$ cat src/rtl/alu_if.sv
// Handshake and data bus for multicycle_alu: request fields driven by the
// master, status and registered results driven by the ALU (slave side).
interface alu_if;
  logic        start;
  logic [3:0]  alu_op;
  logic [31:0] alu_in_1;
  logic [31:0] alu_in_2;
  logic        busy;
  logic        done;
  logic [31:0] alu_result;
  logic        alu_bcond;

  modport master (
    output start, alu_op, alu_in_1, alu_in_2,
    input  busy, done, alu_result, alu_bcond
  );

  modport slave (
    input  start, alu_op, alu_in_1, alu_in_2,
    output busy, done, alu_result, alu_bcond
  );
endinterface

$ cat src/rtl/multicycle_alu.sv
// Multi-cycle ALU with iterative 1-bit-per-cycle shifts by default.
// Define FAST_SHIFT_EN to replace the iterative shifter with a barrel shifter.
module multicycle_alu (
  input  logic  clk,
  input  logic  reset,
  alu_if.slave  bus
);
  localparam logic [3:0] FUNC_ADD  = 4'd1;
  localparam logic [3:0] FUNC_SUB  = 4'd2;
  localparam logic [3:0] FUNC_AND  = 4'd3;
  localparam logic [3:0] FUNC_OR   = 4'd4;
  localparam logic [3:0] FUNC_XOR  = 4'd5;
  localparam logic [3:0] FUNC_SLL  = 4'd6;
  localparam logic [3:0] FUNC_SRL  = 4'd7;
  localparam logic [3:0] FUNC_JALR = 4'd8;
  localparam logic [3:0] FUNC_BEQ  = 4'd9;
  localparam logic [3:0] FUNC_BNE  = 4'd10;
  localparam logic [3:0] FUNC_BLT  = 4'd11;
  localparam logic [3:0] FUNC_BGE  = 4'd12;

  typedef enum logic [1:0] {IDLE, EXEC, SHIFT, DONE} state_t;

  state_t      state_q, state_d;
  logic [3:0]  op_q, op_d;
  logic [31:0] a_q, a_d;
  logic [31:0] b_q, b_d;
  logic [31:0] result_q, result_d;
  logic        bcond_q, bcond_d;
`ifndef FAST_SHIFT_EN
  logic [4:0]  cnt_q, cnt_d;
`endif

  logic [31:0] sum, diff, exec_result;
  logic        exec_bcond;

  always_comb begin
    sum         = a_q + b_q;
    diff        = a_q - b_q;
    exec_result = '0;
    exec_bcond  = 1'b0;
    case (op_q)
      FUNC_ADD:  exec_result = sum;
      FUNC_SUB:  exec_result = diff;
      FUNC_AND:  exec_result = a_q & b_q;
      FUNC_OR:   exec_result = a_q | b_q;
      FUNC_XOR:  exec_result = a_q ^ b_q;
      FUNC_JALR: exec_result = {sum[31:1], 1'b0};
      FUNC_BEQ: begin exec_result = diff; exec_bcond = (a_q == b_q); end
      FUNC_BNE: begin exec_result = diff; exec_bcond = (a_q != b_q); end
      FUNC_BLT: begin exec_result = diff; exec_bcond = ($signed(a_q) <  $signed(b_q)); end
      FUNC_BGE: begin exec_result = diff; exec_bcond = ($signed(a_q) >= $signed(b_q)); end
`ifdef FAST_SHIFT_EN
      FUNC_SLL:  exec_result = a_q << b_q[4:0];
      FUNC_SRL:  exec_result = a_q >> b_q[4:0];
`else
      // Only zero-amount shifts reach EXEC in iterative mode.
      FUNC_SLL,
      FUNC_SRL:  exec_result = a_q;
`endif
      default:   exec_result = '0;
    endcase
  end

  always_comb begin
    state_d  = state_q;
    op_d     = op_q;
    a_d      = a_q;
    b_d      = b_q;
    result_d = result_q;
    bcond_d  = bcond_q;
`ifndef FAST_SHIFT_EN
    cnt_d    = cnt_q;
`endif
    case (state_q)
      IDLE: begin
        if (bus.start) begin
          op_d    = bus.alu_op;
          a_d     = bus.alu_in_1;
          b_d     = bus.alu_in_2;
          state_d = EXEC;
`ifndef FAST_SHIFT_EN
          cnt_d   = bus.alu_in_2[4:0];
          if ((bus.alu_op == FUNC_SLL || bus.alu_op == FUNC_SRL) && bus.alu_in_2[4:0] != 5'd0)
            state_d = SHIFT;
`endif
        end
      end
      EXEC: begin
        state_d  = DONE;
        result_d = exec_result;
        bcond_d  = exec_bcond;
      end
`ifndef FAST_SHIFT_EN
      // One extra SHIFT cycle after the count drains gives done at shamt+2.
      SHIFT: begin
        if (cnt_q == 5'd0) begin
          state_d  = DONE;
          result_d = a_q;
          bcond_d  = 1'b0;
        end else begin
          cnt_d = cnt_q - 5'd1;
          a_d   = (op_q == FUNC_SLL) ? (a_q << 1) : (a_q >> 1);
        end
      end
`endif
      DONE:    state_d = IDLE;
      default: state_d = IDLE;
    endcase
  end

  always_ff @(posedge clk) begin
    if (reset) begin
      state_q  <= IDLE;
      op_q     <= '0;
      a_q      <= '0;
      b_q      <= '0;
      result_q <= '0;
      bcond_q  <= 1'b0;
`ifndef FAST_SHIFT_EN
      cnt_q    <= '0;
`endif
    end else begin
      state_q  <= state_d;
      op_q     <= op_d;
      a_q      <= a_d;
      b_q      <= b_d;
      result_q <= result_d;
      bcond_q  <= bcond_d;
`ifndef FAST_SHIFT_EN
      cnt_q    <= cnt_d;
`endif
    end
  end

  always_comb begin
    bus.busy       = (state_q != IDLE);
    bus.done       = (state_q == DONE);
    bus.alu_result = result_q;
    bus.alu_bcond  = bcond_q;
  end
endmodule

$ cat src/flat_wrapper.sv
// flat-port wrapper written by rule: the top's interface ports become plain ports
module multicycle_alu_flat 
  (clk, reset, bus_start, bus_alu_op, bus_alu_in_1, bus_alu_in_2, bus_busy, bus_done, bus_alu_result, bus_alu_bcond);
  alu_if bus_i ();
  input  logic clk;
  input  logic reset;
  input wire logic [$bits(bus_i.start)-1:0] bus_start;
  input wire logic [$bits(bus_i.alu_op)-1:0] bus_alu_op;
  input wire logic [$bits(bus_i.alu_in_1)-1:0] bus_alu_in_1;
  input wire logic [$bits(bus_i.alu_in_2)-1:0] bus_alu_in_2;
  output wire logic [$bits(bus_i.busy)-1:0] bus_busy;
  output wire logic [$bits(bus_i.done)-1:0] bus_done;
  output wire logic [$bits(bus_i.alu_result)-1:0] bus_alu_result;
  output wire logic [$bits(bus_i.alu_bcond)-1:0] bus_alu_bcond;
  assign bus_i.start = bus_start;
  assign bus_i.alu_op = bus_alu_op;
  assign bus_i.alu_in_1 = bus_alu_in_1;
  assign bus_i.alu_in_2 = bus_alu_in_2;
  assign bus_busy = bus_i.busy;
  assign bus_done = bus_i.done;
  assign bus_alu_result = bus_i.alu_result;
  assign bus_alu_bcond = bus_i.alu_bcond;
  multicycle_alu u_core (.clk(clk), .reset(reset), .bus(bus_i));
endmodule
$ cat config.mk
export PLATFORM = sky130hd
export DESIGN_NAME = multicycle_alu_flat
export DESIGN_NICKNAME = d
export VERILOG_FILES = /design/src/rtl/alu_if.sv /design/src/rtl/multicycle_alu.sv /design/src/flat_wrapper.sv
export SDC_FILE = /design/constraint.sdc
export NUM_CORES = 1
export LEC_CHECK = 0
export CORE_MARGIN = 2
export CORE_UTILIZATION = 44
export CTS_CLUSTER_DIAMETER = 150
export DETAILED_ROUTE_END_ITERATION = 10
export GPL_TIMING_DRIVEN = 0
export PLACE_DENSITY_LB_ADDON = 0.2
export SYNTH_ARGS = -nofsm -noshare
export SYNTH_HDL_FRONTEND = slang
export SYNTH_SLANG_ARGS = --single-unit
$ cat constraint.sdc
create_clock -name clk -period 2.78 [get_ports clk]
set_input_delay 0.417 -clock clk [delete_from_list [all_inputs] [get_ports clk]]
set_output_delay 0.417 -clock clk [all_outputs]
set_load 0.02 [all_outputs]
==> metrics <==
Net Sw Frac a little over half; crit path time final about 3.3 ns; peak supply drop roughly 690 uV; Cell variety after synth 84; Max-slew headroom approximately a quarter; Placed Cells ~1.8k; Max Freq between 0.3 and 0.4 GHz; Detailed Route WL around 48000 um; maxcap violations 0; DIE HEIGHT about 160 um; DP HPWL between 30000 and 40000 um; DR vias/cell around 6.3; layout filler cell count between 2k and 2.5k; CTS tree done; final setup vio count 21; DRC marker count from the first detailed-route iteration about 1.3k; row count 55; Critical Path Max Stage Delay 0.37 ns; worst slew pin tran 1.13 ns; leakage 0.00535 uW; failing checks setup timing; NetSw approximately 11000 uW; first-pass GRT wire length roughly 70000 um; post-route ant nets 0; RSZ-0062 raised after global routing true; clock sink count between 100 and 150; antenna violations before repair 0; Die W 157 um; CP Max Fanout 4; Synth Net Count 1587; Mapped Cells roughly 1.4k; worst hold-check path type register to register; Reg power frac 13.8%; final core utilization a little over three fifths; Total Routing Usage GR about 38%; logic gate share of total power 79.0%; pwr/cell area about 1400 nW/um^2; Area growth, synth to finish 38.3%; antenna diode count 0; Syn. warnings 0; Clk pin slew, worst setup/hold paths roughly 0.09 ns; Final Total Pwr 20000 uW; Initial Util 45.1%; Final Hold Viols 0; layout cells sized above 1 about a quarter; Register Area between 2000 and 2500 um^2; Seq/Total Area, Yosys 21.0%; Final Cycle Share 118%; average routed wire per standard cell around 25 um; Post-synth EDFFs 0; via count between 10k and 15k; Critical-path top delay cell dfxtp_4; multi-input logic area about 8400 um^2; Buf/Inv on CP 4; Ports about 110; Die Area roughly 25000 um^2; critical path type register to register; hold buffer count at cts 0; clock network power share 7.2%; Final Non-Filler Cells 1928; Crit. End Element register; Root Driver clkbuf_16; cell chain of the critical path inv_4 > ha_4 > inv_2 > fa_2 > nor2b_4 > o211ai_1 > buf_4 > a21oi_4 > o211ai_1 > nand4b_1 > a31oi_4 > buf_6 > o31ai_2 > o21bai_1 > a21oi_1 > o22ai_1; pre-CTS worst setup slack -1.00 ns; vias in the first global route between 10k and 15k; final worst slack -0.502 ns; Yosys top cell area share 21.0%; ranking of synthesized cells by area dfxtp_1, ha_1, a21oi_1; Clock Tree Buf Depth 2; Residual DRC 0; placeable core area around 23000 um^2; largest net degree at the start of global routing 21; PortBufs about 110; Crit path max-delay family compound AO/OA/AOI/OAI gates; startpoint class of the critical path register; CP most frequent cell o211ai_1; Avg Synthesized Cell Area 7.34 um^2; nets@finish ~1.8k; Data required, critical path a little over 3 ns; status complete, but fails checks; post-synth top area cell dfxtp_1; 1st-pass router iterations 6; Worst-Skew Late Latency about 0.39 ns; Num CTS Buffers 9; Worst Path Arrival about 3.5 ns; Slew Viols, Final 0; Clock Skew 0.0133 ns; Max H-tree Level 3; routability cong. about 1.0; GRT Residual Overflow 0; post-synthesis register bit count between 100 and 150; Synth Flop Type dfxtp_1; Cell Int Power a little over 9000 uW; final setup TNS -4.98 ns; Synth Cell Area between 10000 and 15000 um^2; Async SR Flop Fraction 0%
sequential cells by signal (all words and copies together) (netlist names):
name	flops
u_core.a_q	32
u_core.b_q	32
u_core.bus.alu_result	32
u_core.cnt_q	5
u_core.op_q	4
u_core.state_q	2
u_core.bus.alu_bcond	1
cell usage after synthesis (12+ instances only):
cell	n
clkbuf_1	71
nand3_1	19
nor2b_1	13
a21oi_1	172
o211ai_1	18
a211oi_1	52
nor2_1	165
clkbuf_8	12
nand2_1	136
ha_1	113
nor3_1	41
o21ai_0	62
o221ai_1	13
a221oi_1	27
inv_1	101
o21bai_1	20
o22ai_1	16
mux2i_1	35
dfxtp_1	108
per-stage QoR:
step	hold slack [ns]	area [um^2]
after global placement	0.466	11800
final	0.474	14200
after floorplan	0.446	10300
after detailed placement	0.473	11800
after CTS	0.483	13500
after global routing	0.501	14200
placed cells by master (no fill, tap or decap), types with 10 or more instances in the layout:
cell type	count
clkbuf_1	32
a21oi_1	152
nor2b_1	11
ha_1	85
a21o_1	10
o22ai_1	14
o21ai_2	10
nand3_1	17
a21oi_2	13
nand4_1	10
o21ai_1	13
clkdlybuf4s50_1	105
nor3_1	33
buf_4	82
dfxtp_4	23
clkbuf_2	29
o211ai_1	18
inv_2	21
o21ai_0	44
nor2_1	155
ha_4	19
buf_6	22
dfxtp_1	65
o21bai_1	18
nand2_1	130
inv_1	76
a221oi_1	20
a211oi_1	42
clkbuf_8	11
dfxtp_2	20
mux2i_1	35
logic make-up (layout without fill, tap and decap cells):
logic type | after synthesis | in the layout | share of synthesized area, %
buf+inv | 200 | 414 | 9.18
xor+xnor | 8 | 8 | 0.682
simple gates | 437 | 437 | 18.9
fa+ha+maj | 115 | 115 | 14.1
mux | 36 | 36 | 3.52
compound gates | 497 | 497 | 32.5
flops | 108 | 108 | 21.0
power by group through the flow:
stage / Combinational, uW / Sequential (uW) / Clock [uW]
3_5_place_dp: 10800 / 2780 / 0
5_1_grt: 16600 / 2820 / 1490
3_3_place_gp: 10800 / 2770 / 0
4_1_cts: 13700 / 2760 / 1420
2_1_floorplan: 7420 / 2660 / 0
6_report: 15800 / 2760 / 1440
worst register-to-register path: stages (launching register included):
cell	delay, ns
dfxtp_4	0.37
inv_4	0.06
ha_4	0.14
inv_2	0.04
fa_2	0.34
nor2b_4	0.14
o211ai_1	0.33
buf_4	0.20
a21oi_4	0.06
o211ai_1	0.31
nand4b_1	0.28
a31oi_4	0.32
buf_6	0.14
o31ai_2	0.07
o21bai_1	0.17
a21oi_1	0.13
o22ai_1	0.07
routing by layer:
layer	GRT usage, %	vias to the layer above	part of all wire (%)
li1	-	5461	-
met2	61.1	733	45
met3	5.21	150	8.5
met1	50.8	5811	42
met4	15.2	0	4.5
met5	0	-	0
area by class of cell:
class / instances / area share, %
Multi-Input combinational cell: 1093 / 59.0
Sequential cell: 108 / 16.0
Timing Repair Buffer: 204 / 13.1
Buffer: 91 / 4.19
Inverter: 103 / 2.85
Tap cell: 313 / 2.75
Clock buffer: 9 / 1.58
Clock inverter: 7 / 0.502
path summary, 6_finish.rpt:
check | start | slack [ns] | depth (start not counted) | end
worst min-delay path | u_core.b_q[14]$_SDFFE_PP0P_ | 0.47 | 2 | u_core.b_q[14]$_SDFFE_PP0P_
worst min register to register | u_core.b_q[14]$_SDFFE_PP0P_ | 0.47 | 2 | u_core.b_q[14]$_SDFFE_PP0P_
worst max-delay path | u_core.a_q[0]$_SDFFE_PP0P_ | -0.50 | 16 | u_core.bus.alu_result[30]$_SDFFE_PP0P_
worst max register to register | u_core.a_q[0]$_SDFFE_PP0P_ | -0.50 | 16 | u_core.bus.alu_result[30]$_SDFFE_PP0P_
timing repair:
action                     in CTS  in global routing
pin swaps                      73                 77
setup endpoints to repair      70                 61
gates cloned                    1                  0
gates resized for setup       253                131
buffers inserted               64                 35
(Power assumes the default switching activity.)
